[src/rtl/usb_rx_pkg.sv]
// usb_rx_pkg: shared line-state and receiver-state types for the USB receive front end.
package usb_rx_pkg;
  // Encoding is {D+, D-} so the synchronized pair casts straight to a line state.
  typedef enum logic [1:0] {
    LS_SE0 = 2'b00,
    LS_K   = 2'b01,
    LS_J   = 2'b10,
    LS_SE1 = 2'b11
  } line_state_t;
  typedef enum logic [1:0] {
    ST_IDLE,
    ST_RECEIVE,
    ST_SE0_SEEN,
    ST_ERR_WAIT
  } fe_state_t;
  localparam int STUFF_LIMIT_DEFAULT = 6;
endpackage

[src/rtl/usb_rx_sync.sv]
// usb_rx_sync: two-flop synchronizer for one raw bus line.
// Ports: clk, rst (sync, active-high), d_i raw async input, q_o synchronized output.
module usb_rx_sync #(
  parameter logic RST_VAL = 1'b0
) (
  input  logic clk,
  input  logic rst,
  input  logic d_i,
  output logic q_o
);
  logic meta_q;
  always_ff @(posedge clk) begin
    if (rst) {q_o, meta_q} <= {RST_VAL, RST_VAL};
    else     {q_o, meta_q} <= {meta_q, d_i};
  end
endmodule

[src/rtl/usb_rx_line_frontend.sv]
// usb_rx_line_frontend: USB receive line front end -- synchronizes D+/D-, recovers bit timing,
// NRZI-decodes and unstuffs bits, and detects end-of-packet and line errors.
// Ports: clk, rst (sync, active-high); dplus_in/dminus_in raw lines; enable receive permit;
//        bit_valid/bit_data decoded bit strobe; eop, line_error one-cycle pulses;
//        rx_active packet in progress; line_idle idle with line at J. All outputs registered.
module usb_rx_line_frontend
  import usb_rx_pkg::*;
#(
  parameter int CLKS_PER_BIT = 8,
  parameter int STUFF_LIMIT  = STUFF_LIMIT_DEFAULT
) (
  input  logic clk,
  input  logic rst,
  input  logic dplus_in,
  input  logic dminus_in,
  input  logic enable,
  output logic bit_valid,
  output logic bit_data,
  output logic eop,
  output logic line_error,
  output logic rx_active,
  output logic line_idle
);
  localparam int CW = $clog2(CLKS_PER_BIT);
  localparam int OW = $clog2(STUFF_LIMIT + 1);
  logic dp_s, dm_s, change, strobe, dec, at_limit;
  line_state_t ls, ls_q, prev_q;
  fe_state_t state_q;
  logic [CW-1:0] cnt_q, cnt_d;
  logic [OW-1:0] ones_q;
  logic se0_q;
  usb_rx_sync #(.RST_VAL(1'b1)) u_sync_dp (.clk(clk), .rst(rst), .d_i(dplus_in), .q_o(dp_s));
  usb_rx_sync #(.RST_VAL(1'b0)) u_sync_dm (.clk(clk), .rst(rst), .d_i(dminus_in), .q_o(dm_s));
  // Bit timing re-aligns on every line transition; the strobe lands mid-bit.
  always_comb begin
    ls       = line_state_t'({dp_s, dm_s});
    change   = ls != ls_q;
    cnt_d    = change || cnt_q == CW'(CLKS_PER_BIT - 1) ? '0 : cnt_q + 1'b1;
    strobe   = !change && cnt_q == CW'(CLKS_PER_BIT / 2);
    dec      = ls == prev_q;
    at_limit = ones_q == OW'(STUFF_LIMIT);
  end
  always_ff @(posedge clk) begin
    if (rst) begin
      ls_q  <= LS_J;
      cnt_q <= '0;
    end else begin
      ls_q  <= ls;
      cnt_q <= cnt_d;
    end
  end
  always_ff @(posedge clk) begin
    if (rst) begin
      state_q    <= ST_IDLE;
      prev_q     <= LS_J;
      ones_q     <= '0;
      se0_q      <= 1'b0;
      bit_valid  <= 1'b0;
      bit_data   <= 1'b0;
      eop        <= 1'b0;
      line_error <= 1'b0;
      rx_active  <= 1'b0;
      line_idle  <= 1'b1;
    end else begin
      bit_valid  <= 1'b0;
      eop        <= 1'b0;
      line_error <= 1'b0;
      line_idle  <= state_q == ST_IDLE && ls == LS_J;
      if (!enable) begin
        state_q   <= ST_IDLE;
        rx_active <= 1'b0;
      end else begin
        case (state_q)
          ST_IDLE: begin
            if (ls == LS_K) begin
              state_q   <= ST_RECEIVE;
              prev_q    <= LS_J;
              ones_q    <= '0;
              rx_active <= 1'b1;
            end
          end
          ST_RECEIVE: begin
            if (strobe) begin
              if (ls == LS_SE0) begin
                state_q <= ST_SE0_SEEN;
              end else if (ls == LS_SE1 || (at_limit && dec)) begin
                // SE1 mid-packet, or a 1 where a stuffed 0 was mandatory.
                line_error <= 1'b1;
                rx_active  <= 1'b0;
                se0_q      <= 1'b0;
                state_q    <= ST_ERR_WAIT;
              end else begin
                prev_q <= ls;
                if (at_limit) begin
                  ones_q <= '0;
                end else begin
                  bit_valid <= 1'b1;
                  bit_data  <= dec;
                  ones_q    <= dec ? ones_q + 1'b1 : '0;
                end
              end
            end
          end
          ST_SE0_SEEN: begin
            if (strobe && ls == LS_J) begin
              eop       <= 1'b1;
              rx_active <= 1'b0;
              state_q   <= ST_IDLE;
            end else if (strobe && ls != LS_SE0) begin
              line_error <= 1'b1;
              rx_active  <= 1'b0;
              se0_q      <= 1'b0;
              state_q    <= ST_ERR_WAIT;
            end
          end
          ST_ERR_WAIT: begin
            // Wait out the broken packet: leave only after an SE0 bit and then a J bit.
            if (strobe && ls == LS_SE0) se0_q <= 1'b1;
            else if (strobe && ls == LS_J && se0_q) state_q <= ST_IDLE;
          end
        endcase
      end
    end
  end
endmodule

[config.mk]
export PLATFORM = sky130hd
export DESIGN_NAME = usb_rx_line_frontend
export DESIGN_NICKNAME = d
export VERILOG_FILES = /design/src/rtl/usb_rx_pkg.sv /design/src/rtl/usb_rx_sync.sv /design/src/rtl/usb_rx_line_frontend.sv
export SDC_FILE = /design/constraint.sdc
export NUM_CORES = 1
export LEC_CHECK = 0
export ABC_AREA = 0
export BUFFER_PORTS_ARGS = -buffer_cell sky130_fd_sc_hd__buf_2
export CAP_MARGIN = 10
export CORE_UTILIZATION = 40
export CTS_BUF_LIST = sky130_fd_sc_hd__clkbuf_8
export DETAILED_ROUTE_END_ITERATION = 8
export HOLD_SLACK_MARGIN = 0.06
export SLEW_MARGIN = 15
export SYNTH_ARGS = -nofsm -noshare
export SYNTH_HDL_FRONTEND = slang
export SYNTH_HIERARCHICAL = 1
export SYNTH_SLANG_ARGS = --single-unit
[constraint.sdc]
create_clock -name clk -period 5.8 [get_ports clk]
set_clock_uncertainty 0.1 [all_clocks]
set_input_delay 0.58 -clock clk [delete_from_list [all_inputs] [get_ports clk]]
set_output_delay 0.58 -clock clk [all_outputs]
set_load 0.05 [all_outputs]
After elaboration in Yosys (flattened, before gate mapping)
Index checks and enable logic that the tools add are counted.
Storage, ports and cells
  bits of input ports: 5
  logic and storage cells: 112
  register bits after elaboration: 23
  output and inout port bits: 6
Operators by class
  equal/unequal tests: 23
  add/subtract/negate cells: 2
  muxes and demuxes: 39
  reductions and logical operators: 25
  bitwise logic cells: 7
Operators with widths (number)
  $mux 2: 12
  $reduce_and 6->1: 4
  $mux 3: 6
  $ne 2x2->1 const B: 9
  $mux 1: 15
  $eq 3x3->1 const B: 3
  $eq 2x2->1 const B: 4
  $pmux 2 s4: 1
  $reduce_and 8->1: 1
  $logic_and 1x1->1: 7
  $not 1->1: 7
  $add 3x1->3 const B: 2
  $ne 3x3->1 const B: 2
  $pmux 1 s3: 2
  $pmux 3 s2: 1
  $reduce_bool 3->1: 2
  $reduce_or 6->1: 1
  $eq 2x1->1 const B: 2
  $logic_not 2->1: 2
  $pmux 2 s2: 1
  $reduce_bool 2->1: 2
  $reduce_or 2->1: 2
  $reduce_or 3->1: 1
  $eq 2x2->1: 1
  other kinds (5): 6

Depth between registers and ports, before layout
Gate-level depths: netlist of run 1.
  depth in word-level cells: 8
  gate-level depth with buffers: 7
  depth with buffers taken out: 7

Hierarchy
The synthesis of run 1 kept the hierarchy.
By module, submodules not included
  usb_rx_line_frontend: area each 1161.1 µm², cells an instance 131, times used 1, seq. area each 380.4 µm²
  usb_rx_sync: area each 52.6 µm², cells an instance 4, times used 2, seq. area each 40.0 µm²

Least setup slack after synthesis of run 1
Ideal clock, no wire load.
  path type: register to register
  from: register u_sync_dm.q_o
  to: register rx_active
  arrival time: 1.891 ns
  buffers on the path: 1
  data required time: 5.630 ns
  setup time: 0.070 ns
  period minus slack after synthesis: 2.061 ns
  setup slack: 3.739 ns
  cell stages (with the launch flop): 7
  cell sequence: dfxtp_1 > buf_6 > or3_1 > a221o_1 > and3_4 > or4_1 > a21oi_1
On the way
  word-level cells in the longest chain between the ends: 6
  elaborated cells between the ends (all ways): 21
  classes of those cells: eq/ne (10); mux (2); reduce/logical (9)
Ends and longest elaborated chain
  start: declaration: line usb_rx_sync.sv:9  | output logic q_o
  start signal: assignment: line usb_rx_sync.sv:13  | if (rst) {q_o, meta_q} <= {RST_VAL, RST_VAL};
  start signal: assignment: line usb_rx_sync.sv:14  | else {q_o, meta_q} <= {meta_q, d_i};
  $ne 2x2->1: line usb_rx_line_frontend.sv:37  | change = ls != ls_q;
  $logic_not 1->1: line usb_rx_line_frontend.sv:39  | strobe = !change && cnt_q == CW'(CLKS_PER_BIT / 2);
  $logic_and 1x1->1: line usb_rx_line_frontend.sv:39
  $logic_and 1x1->1, on equally long branches: line usb_rx_line_frontend.sv:105, usb_rx_line_frontend.sv:109
  $ne 3x3->1 (no source line) / $mux 1 (equally long branches)
  $reduce_and 6->1 (no source line) / $pmux 1 s3 (equally long branches)
  end signal: assignment: line usb_rx_line_frontend.sv:62  | rx_active <= 1'b0;
  end signal: assignment: line usb_rx_line_frontend.sv:107  | rx_active <= 1'b0;
  end signal: assignment: line usb_rx_line_frontend.sv:111  | rx_active <= 1'b0;
  end: declaration: line usb_rx_line_frontend.sv:21  | output logic rx_active,
Several ways; a longest one is shown, not always the timed one.
A chain may end at the register's enable or synchronous reset.

Final worst setup path of run 1
  from: register u_sync_dm.q_o
  to: register se0_q
On the way
  word-level cells in the longest chain between the ends: 6
  elaborated cells between the ends (all ways): 20
  classes of those cells: eq/ne (10); reduce/logical (10)
Ends and longest elaborated chain
  $ne 2x2->1: line usb_rx_line_frontend.sv:37
  $logic_not 1->1: line usb_rx_line_frontend.sv:39
  $logic_and 1x1->1: line usb_rx_line_frontend.sv:39
  $logic_and 1x1->1, on equally long branches: line usb_rx_line_frontend.sv:118, usb_rx_line_frontend.sv:105, usb_rx_line_frontend.sv:109
  $ne 2x2->1 (no source line)
  $reduce_and 8->1 (no source line) *
  end signal: assignment: line usb_rx_line_frontend.sv:57  | se0_q <= 1'b0;
  end signal: assignment: line usb_rx_line_frontend.sv:112  | se0_q <= 1'b0;
  end signal: assignment: line usb_rx_line_frontend.sv:118  | if (strobe && ls == LS_SE0) se0_q <= 1'b1;
  end: declaration: line usb_rx_line_frontend.sv:31  | logic se0_q;
Mark *: on every way between the ends. The rest lies on a longest branch, timed or not.

==> results of run 1 <==
==> worst max-delay path, cell delays in order (launching register included) <==
cell and delay [ns]:
dfxtp_1 0.51, or2b_2 0.34, a221o_1 0.38, and3_4 0.20
nor4b_1 0.45, mux2i_1 0.23
==> power groups by stage <==
| stage | Combinational, mW | Clock [mW] | Sequential (mW) |
|---|---|---|---|
| 6_report | 0.0273 | 0.0973 | 0.165 |
| 5_1_grt | 0.0307 | 0.106 | 0.166 |
| 4_1_cts | 0.0272 | 0.0987 | 0.165 |
| 3_5_place_dp | 0.0270 | 0 | 0.169 |
| 3_3_place_gp | 0.0262 | 0 | 0.169 |
| 2_1_floorplan | 0.0208 | 0 | 0.169 |
==> metrics by stage <==
stage	total power [mW]	worst slack, ns	hold slack, ns	std cells	utilization, %
finish	0.2899	3.517	0.3202	192	45.58
global route	0.3023	3.428	0.3359	192	45.58
CTS	0.2911	3.538	0.3234	192	45.58
detailed placement	0.1959	3.575	0.3027	188	44.09
global placement	0.1948	3.596	0.2923	188	44.09
floorplan	0.1898	3.739	0.2854	139	-
==> metal layers <==
layer,vias up,routed length [um],GRT usage [%]
li1,513,-,-
met1,477,1197,21.64
met2,24,1077,25.45
met3,7,98,2.679
met4,0,57,10.88
met5,-,0,0
==> cell type report <==
class | count | area [sq um] | share of cell area, %
Clock inverter | 1 | 3.754 | 0.2720
Tap cell | 44 | 55.05 | 3.989
Clock buffer | 3 | 41.29 | 2.992
Multi-Input combinational cell | 102 | 735.7 | 53.31
Inverter | 9 | 33.78 | 2.448
Sequential cell | 23 | 460.4 | 33.36
Timing Repair Buffer | 10 | 50.05 | 3.626
==> synthesized netlist by cell type (2+ instances only) <==
| master | n |
|---|---|
| nor2b_1 | 6 |
| nor3_1 | 5 |
| nand3_1 | 6 |
| o31ai_1 | 2 |
| or2_1 | 2 |
| mux2_2 | 3 |
| o21ai_0 | 2 |
| or2_2 | 3 |
| nor2_1 | 7 |
| a21oi_1 | 4 |
| a22oi_1 | 2 |
| nand2b_1 | 3 |
| xor2_1 | 2 |
| nor4_1 | 4 |
| dfxtp_1 | 23 |
| a31oi_1 | 2 |
| mux2i_1 | 4 |
| a22o_1 | 2 |
| nand2_1 | 8 |
| and2_1 | 4 |
| inv_1 | 9 |
| clkbuf_1 | 3 |
| ha_1 | 9 |
| xnor2_1 | 2 |
==> how the worst max path moves through the flow <==
| stage | start | end | slack, ns | depth (start not counted) |
|---|---|---|---|---|
| after detailed placement | u_sync_dm/q_o | se0_q | 3.57 | 5 |
| after CTS | u_sync_dm/q_o | se0_q | 3.54 | 5 |
| after global routing | u_sync_dm/q_o | se0_q | 3.43 | 5 |
| after floorplan | u_sync_dm/q_o | rx_active | 3.74 | 6 |
| final | u_sync_dm/q_o | se0_q | 3.52 | 5 |
| after global placement | u_sync_dm/q_o | se0_q | 3.60 | 5 |
==> registers in the layout (all words and copies together) (netlist names) <==
register          count
bit_data              1
bit_valid             1
cnt_q                 3
eop                   1
line_error            1
line_idle             1
ls_q                  2
ones_q                3
prev_q                2
rx_active             1
se0_q                 1
state_q               2
u_sync_dm/meta_q      1
u_sync_dm/q_o         1
u_sync_dp/meta_q      1
u_sync_dp/q_o         1
==> cells by family (layout without fill, tap and decap cells) <==
family / after synthesis / after routing
buf+inv: 14 / 23
flops: 23 / 23
xor+xnor: 4 / 4
compound gates: 22 / 22
fa+ha+maj: 9 / 9
simple gates: 60 / 60
mux: 7 / 7
==> run_results.csv, run 1 <==
group,metric,value,unit
clock_network,cts_max_path_buffers,2,
timing,rsz0062_at_grt,"no",
power,p_seq_share,57.0,%
power,pwr-share-comb,9.4,%
power,cellLeakagePower,0.5432,nW
synth,yosys.area_share.simple,27.87,%
clock_network,clkTransAtPathRegs,0.08,ns
worst_setup_path,path_max_fanout,10,
finish,insertedDiodeCount,0,
floorplan,fp.dieW,58.27,um
synth,synth.distinct_cells,46,
floorplan,num_rows,20,
placement,io_buffers,10,
synth,synth_top_area_share,36.36,%
timing,finalMaxSlewViolations,0,
synth,ys_warn_count,6,
clock_network,ctsResizeCount,0,
min_path,min_from,"u_sync_dp/meta_q",
drt,finalWirelength,2430,um
clock_network,clock-sinks,23,
placement,routabilityCongestion,0.8560,
placement,dp.final_hpwl,1788,um
clock_network,ctsHtreeMaxLevel,1,
synth,postSynthAreaPerCell,9.109,sq um
synth,synthCells,139,
global_routing,antenna_found_initial,0,
timing,worst_pin_slew,0.4707,ns
power,p_sw,70.04,uW
power,switching_share,24.16,%
synth,synth_seq_area_share,36.36,%
synth,ys.flop_type,"dfxtp_1",
worst_setup_path,worstReg2RegEnd,"se0_q",
worst_setup_path,worstSetupPathType,"register to register",
run,cap_violations,0,
synth,muxShareOfSynthArea,5.830,%
clock_network,cts_setup_buffers,0,
synth,synth_top_family_by_area,"simple AND/OR/NAND/NOR gates",
synth,synthArstFlopShare,0,%
finish,fillers,310,
global_routing,grt_pass1_vias,968,
placement,place_area,1335,sq um
clock_network,tritoncts,"done",
synth,synth_adder_area_share,8.893,%
drt,ant_nets,0,
synth,ys_top_cells_by_area,"dfxtp_1 36%, ha_1 8.9%, mux2i_1 3.2%",
clock_network,clk_latency,0.26,ns
drt,drc,0,
floorplan,die_area,3395,sq um
synth,synth_compound_area_share,12.75,%
synth,synth_edf_count,0,
floorplan,fp.dieH,58.27,um
clock_network,cts_root_buf,"clkbuf_8",
clock_network,holdBufCountCts,0,
synth,synth_area,1266,sq um
worst_setup_path,start_kind,"register",
finish,area_delta_synth_final,8.992,%
global_routing,grt_pass1_wl,4257,um
power,internal_power,219.8,uW
timing,max_freq,438.0,MHz
drt,first_pass_iters,4,
timing,fin_tns_setup,0,ns
worst_setup_path,r2r_cells,5,
clock_network,numCtsBuffers,3,
drt,viasPerCell,5.318,
finish,nets,163,
floorplan,core_area,3028,sq um
worst_setup_path,rrSetupSlack,3.52,ns
global_routing,grt_overflow,0,
synth,synth_nets,153,
drt,post_drt_wl_per_cell,12.66,um
timing,period_needed,2.283,ns
worst_setup_path,cp.required,5.89,ns
floorplan,initial_core_util,41.82,%
drt,drt_iter0_drc,27,
timing,setup_viol,0,
outcome,status,"completed",
global_routing,grt_max_degree,24,
timing,hold_violations,0,
drt,vias,1021,
power,ir_drop,0.1226,mV
finish,stdcell_area,1380,sq um
synth,synthXorXnorAreaFrac,2.767,%
finish,layout_commonest_cell,"dfxtp_1",
worst_setup_path,rr_startpoint,"u_sync_dm/q_o",
finish,mostFrequentLayoutCells,"23 x dfxtp_1, 10 x inv_1, 10 x buf_2, 9 x ha_1, 8 x nand2_1",
finish,drive_gt1_share,17.57,%
power,clock_power_share,33.6,%
worst_setup_path,cp-end-kind,"register",
worst_setup_path,arrival,2.38,ns
power,power_density,210.0,nW/um^2
synth,synth_top_area_cell,"dfxtp_1",
timing,period_share,39.36,%
min_path,hold_end,"u_sync_dp/q_o",
min_path,hold_depth,1,
synth,ys_ff_latch,23,
floorplan,ios,11,
global_routing,track_usage,16.63,%
min_path,hp-class,"register to register",
timing,relSlewSlack,68.33,%
No activity file was read; power rests on OpenSTA's default activity.
==> run 2: changes to the inputs <==
- clock period: 5.8 -> 2.2 ns (I/O delays scaled with it)
==> run 2 against run 1 <==
Sequential share of layout area decreased by 1.5 points. Combinational power increased to 3.0 times the previous value. Worst hold slack got worse by 0.085 ns. Flip-flop and latch count unchanged. Total power increased to 2.7 times the previous value. Sequential power increased to 2.6 times the previous value. Register-to-register slack got worse by 3.4 ns. Via count increased by 2.1%. Global-route usage increased by 0.72 points. Setup slack got worse by 3.4 ns. First-iteration DRC count increased by 7.4%. Clock power increased to 2.7 times the previous value. Critical path type unchanged. Critical endpoint is now rx_active. Largest power group unchanged.
==> run_results.csv, run 2 (synthesis results as in run 1) <==
group,metric,value,unit
clock_network,cts_max_path_buffers,2,
drt,viasPerCell,5.263,
global_routing,grt_overflow,0,
power,pwr-share-comb,10.4,%
finish,nets,169,
clock_network,clk_latency,0.26,ns
global_routing,grt_max_degree,24,
drt,ant_nets,0,
global_routing,grt_pass1_wl,4436,um
power,p_sw,193.1,uW
finish,insertedDiodeCount,0,
timing,finalWorstSetupSlack,0.09725,ns
floorplan,core_area,3028,sq um
placement,place_inst,192,
worst_setup_path,crit_family,"simple AND/OR/NAND/NOR gates",
drt,vias,1042,
finish,final_cells,198,
timing,period_needed,2.103,ns
timing,worst_pin_slew,0.5331,ns
worst_setup_path,crit_buf_inv,0,
timing,rsz0062_at_grt,"no",
worst_setup_path,cpMaxStageDelayCell,"or4_1",
timing,hold_violations,0,
worst_setup_path,arrival,2.20,ns
floorplan,ios,11,
timing,relSlewSlack,64.13,%
power,p_seq_share,55.5,%
clock_network,numCtsBuffers,3,
timing,max_freq,475.6,MHz
power,power_density,540.2,nW/um^2
worst_setup_path,cp.required,2.30,ns
run,cap_violations,0,
worst_setup_path,slowest_delay,0.50,ns
clock_network,cts_root_buf,"clkbuf_8",
power,switching_share,24.74,%
power,p_total,780.7,uW
placement,io_buffers,10,
finish,seq_area,460.4,sq um
finish,multi_input_area,749.5,sq um
drt,drc,0,
floorplan,die_area,3395,sq um
drt,first_pass_iters,4,
finish,drive_gt1_share,21.43,%
power,internal_power,587.6,uW
timing,fin_tns_setup,0,ns
finish,area_delta_synth_final,14.13,%
drt,drt_iter0_drc,29,
worst_setup_path,worstPathCellList,"or3_1 > a221o_1 > and3_4 > or4_1 > a21oi_1",
power,clock_power_share,34.2,%
floorplan,num_rows,20,
min_path,hp-class,"input pin to register",
clock_network,cts_setup_buffers,0,
clock_network,ctsHtreeMaxLevel,1,
power,cellLeakagePower,0.5779,nW
drt,finalWirelength,2524,um
finish,layout_commonest_cell,"dfxtp_1",
timing,setup_viol,0,
timing,period_share,95.58,%
power,ir_drop,0.3793,mV
floorplan,fp.dieW,58.27,um
clock_network,clock-sinks,23,
timing,finalMaxSlewViolations,0,
global_routing,track_usage,17.34,%
drt,post_drt_wl_per_cell,12.75,um
worst_setup_path,cp.depth,5,
outcome,status,"completed",
finish,mostFrequentLayoutCells,"23 x dfxtp_1, 10 x buf_2, 9 x inv_1, 9 x ha_1, 8 x nand2_1",
finish,fillers,303,
placement,dp.final_hpwl,1842,um
timing,hold_ws,0.2353,ns
clock_network,tritoncts,"done",
worst_setup_path,path_max_fanout,5,
worst_setup_path,r2r_cells,5,
worst_setup_path,cp-end-kind,"register",
min_path,hold_depth,2,
worst_setup_path,worstSetupPathType,"register to register",
placement,routabilityCongestion,0.9205,
finish,reg_top3,"cnt_q x3, ones_q x3",
clock_network,clkTransAtPathRegs,0.08,ns
placement,place_ws,0.1233,ns
worst_setup_path,start_kind,"register",
global_routing,antenna_found_initial,0,
global_routing,grt_pass1_vias,987,
floorplan,initial_core_util,41.82,%
floorplan,fp.dieH,58.27,um
run 2: cell count changes in the layout (fill, tap and decap cells not counted), sizes merged:
cell,change
buf,+4
dlygate4sd3,+2
clkinv,+1
inv,-1
run 2: power by group through the flow:
stage | combinational, mW | sequential [mW] | clock (mW)
6_report | 0.0808 | 0.433 | 0.267
5_1_grt | 0.0902 | 0.435 | 0.294
4_1_cts | 0.0800 | 0.433 | 0.273
3_5_place_dp | 0.0769 | 0.443 | 0
3_3_place_gp | 0.0757 | 0.442 | 0
2_1_floorplan | 0.0548 | 0.446 | 0
run 2: timing repair:
action | CTS | global route
hold endpoints to repair | 2 | 0
hold buffers | 2 | 0
resized for setup | 0 | 2
setup endpoints to repair | 0 | 2
run 2: cell type report:
| cell class | instances | area share [%] |
|---|---|---|
| clock buffer | 3 | 2.857 |
| clock inverter | 1 | 0.3463 |
| inverter | 9 | 2.338 |
| multi-input combinational | 102 | 51.86 |
| sequential | 23 | 31.86 |
| tap | 44 | 3.810 |
| timing repair buffer | 16 | 6.926 |
run 2: layer usage:
| metal | up-vias | track usage [%] | share of wire (%) |
|---|---|---|---|
| li1 | 526 | - | - |
| met2 | 28 | 26.93 | 44 |
| met3 | 7 | 2.679 | 3.8 |
| met1 | 481 | 22.62 | 49 |
| met5 | - | 0 | 0 |
| met4 | 0 | 10.54 | 2.7 |
run 2: through the flow:
stage          utilization [%]  area (sq um)
4_1_cts                  47.27          1431
3_3_place_gp             45.08          1365
2_1_floorplan                -          1266
3_5_place_dp             45.08          1365
6_report                 47.73          1445
5_1_grt                  47.73          1445
run 2: worst reg2reg max path, stage by stage, from the launching register on:
cell     delay, ns
dfxtp_1       0.35
or3_1         0.39
a221o_1       0.33
and3_4        0.21
or4_1         0.50
a21oi_1       0.15
run 2: worst paths after layout:
kind | startpoint | endpoint | slack (ns)
setup / recovery | prev_q[1] | rx_active | 0.1
hold / removal | rst | ls_q[0] | 0.24
setup reg to reg | prev_q[1] | rx_active | 0.1
hold reg to reg | u_sync_dp/meta_q | u_sync_dp/q_o | 0.32
==> run 3: changes to the inputs <==
- ABC_AREA: 0 -> 1
- CORE_UTILIZATION: 40 -> 61
- PLACE_DENSITY: not set -> 0.81
==> run 3 against run 2 <==
Total power increased by 0.87%. Core utilization increased by 24 points. Worst hold slack got worse by 0.099 ns. Critical endpoint is now ones_q[1]. Combinational power increased by 16%.
==> run_results.csv, run 3 <==
group,metric,value,unit
drt,vias,1151,
synth,synth_area,1262,sq um
global_routing,track_usage,25.14,%
finish,fillers,175,
placement,io_buffers,10,
synth,synth_edf_count,0,
timing,period_needed,1.952,ns
placement,dp.final_hpwl,1881,um
finish,area_delta_synth_final,11.20,%
worst_setup_path,arrival,2.01,ns
run,cap_violations,0,
floorplan,ios,11,
timing,hold_ws,0.1359,ns
timing,hold_violations,0,
synth,ys.flop_type,"dfxtp_1",
min_path,min_from,"rst",
timing,rsz0062_at_grt,"no",
finish,reg_top3,"cnt_q x3, ones_q x3",
drt,drc,0,
finish,insertedDiodeCount,0,
clock_network,cts_setup_buffers,0,
drt,ant_nets,0,
floorplan,fp.dieH,47.49,um
floorplan,core_area,1962,sq um
floorplan,initial_core_util,64.35,%
outcome,status,"completed",
timing,setup_viol,0,
clock_network,tritoncts,"done",
synth,synth.distinct_cells,25,
worst_setup_path,rr_startpoint,"state_q[1]",
worst_setup_path,rrSetupSlack,0.25,ns
synth,postSynthAreaPerCell,6.975,sq um
synth,synth_top_area_cell,"dfxtp_1",
synth,synth_nets,195,
floorplan,fp.dieW,47.49,um
drt,first_pass_iters,4,
synth,yosys-top-cells-count,"42 x nand2_1, 29 x nor2_1, 26 x inv_1",
synth,synthArstFlopShare,0,%
drt,finalWirelength,2458,um
worst_setup_path,worstReg2RegEnd,"ones_q[1]",
finish,drive_gt1_share,13.78,%
worst_setup_path,cp.required,2.26,ns
drt,post_drt_wl_per_cell,11.02,um
timing,worst_pin_slew,0.3177,ns
min_path,hold_depth,2,
worst_setup_path,worstSetupPathType,"register to register",
clock_network,cts_max_path_buffers,2,
placement,routabilityCongestion,0.9077,
drt,drt_iter0_drc,33,
timing,relSlewSlack,78.60,%
synth,ys_top_cells_by_area,"dfxtp_1 36%, nand2_1 12%, ha_1 8.9%",
finish,nets,211,
synth,synth.most_common_cell,"nand2_1",
synth,synth_top_area_share,36.47,%
global_routing,grt_max_degree,13,
power,ir_drop,0.4814,mV
timing,max_freq,512.2,MHz
synth,ys_ff_latch,23,
worst_setup_path,path_max_fanout,5,
synth,ys_warn_count,6,
power,cellLeakagePower,0.6761,nW
clock_network,clkTransAtPathRegs,0.08,ns
global_routing,grt_overflow,0,
clock_network,clock-sinks,23,
timing,fin_tns_setup,0,ns
synth,synthCells,181,
min_path,hold_end,"u_sync_dm/meta_q",
drt,viasPerCell,5.161,
finish,layout_commonest_cell,"nand2_1",
global_routing,grt_pass1_vias,973,
timing,finalMaxSlewViolations,0,
clock_network,numCtsBuffers,3,
floorplan,die_area,2255,sq um
worst_setup_path,r2r_cells,8,
clock_network,ctsHtreeMaxLevel,1,
global_routing,grt_pass1_wl,3946,um
min_path,hp-class,"input pin to register",
clock_network,clk_latency,0.26,ns
global_routing,antenna_found_initial,0,
power,power_density,560.9,nW/um^2
worst_setup_path,start_kind,"register",
floorplan,num_rows,16,
worst_setup_path,cp-end-kind,"register",
finish,mostFrequentLayoutCells,"42 x nand2_1, 29 x nor2_1, 27 x inv_1, 23 x dfxtp_1",
timing,period_share,88.74,%
clock_network,cts_root_buf,"clkbuf_8",
synth,synth_seq_area_share,36.47,%
clock_network,ctsResizeCount,0,
[run 3: cell types whose count changed in the layout (fill, tap and decap cells not counted), sizes merged, moves of 4 or more]
cell   before  now
and2        4    0
buf        14   10
inv         9   28
mux2i       4    0
nand2       8   49
nand3       6   11
nor2        7   32
nor2b       6    0
o21ai       2    7
or2         5    1
[run 3: power breakdown]
part | total (mW) | internal, mW | switching (mW)
Combinational | 0.0936 | 0.0334 | 0.0602
Sequential | 0.439 | 0.429 | 0.0101
Clock | 0.255 | 0.125 | 0.130
[run 3: worst max-delay path by stage]
stage | start | to | slack [ns]
CTS | state_q[1] | ones_q[1] | 0.28
global placement | state_q[1] | ones_q[1] | 0.42
detailed placement | state_q[1] | ones_q[1] | 0.31
global route | state_q[1] | ones_q[1] | 0.07
floorplan | state_q[1] | ones_q[0] | 0.56
finish | state_q[1] | ones_q[1] | 0.25
[run 3: per-stage QoR]
step	setup slack [ns]	total power, mW	util (%)	cells	area [sq um]
floorplan	0.5598	0.5166	-	181	1262
CTS	0.2846	0.7938	71.56	223	1404
finish	0.2477	0.7875	71.56	223	1404
global placement	0.4162	0.5353	68.24	217	1339
detailed placement	0.3060	0.5390	68.24	217	1339
global route	0.07045	0.8245	71.56	223	1404
[run 3: critical path, cell delays in order (launching register included)]
cell and delay (ns):
dfxtp_1 0.36, inv_1 0.11, ha_1 0.28, inv_1 0.14
nor2_1 0.19, o21a_1 0.16, nand4_1 0.21, o21ai_0 0.23
nor2_1 0.06
[run 3: final cells by class]
type / count / area (sq um) / area share [%]
clock buffer: 3 / 41.29 / 2.941
clock inverter: 1 / 3.754 / 0.2674
inverter: 28 / 105.1 / 7.487
multi-input combinational: 129 / 689.4 / 49.11
sequential: 23 / 460.4 / 32.80
tap: 27 / 33.78 / 2.406
timing repair buffer: 12 / 70.07 / 4.991
[run 3: metal layers]
metal / vias up / routed length (um) / GRT usage (%)
met5: - / 0 / 0
met4: 0 / 33 / 6.857
met3: 4 / 124 / 4.151
met2: 44 / 1251 / 46.03
met1: 504 / 1049 / 30.09
li1: 599 / - / -
[run 3: repair_timing]
item / in CTS / in global routing
endpoints found under the hold margin: 2 / 0
hold buffers: 2 / 0
setup endpoints to repair: 0 / 0
[run 3: kinds of logic after synthesis]
family          count (synthesis)  synth area share [%]
simple gates                  102                 36.97
buf+inv                        29                 8.919
flops                          23                 36.47
compound gates                 15                 6.640
fa+ha+maj                       9                 8.920
xor+xnor                        3                 2.082
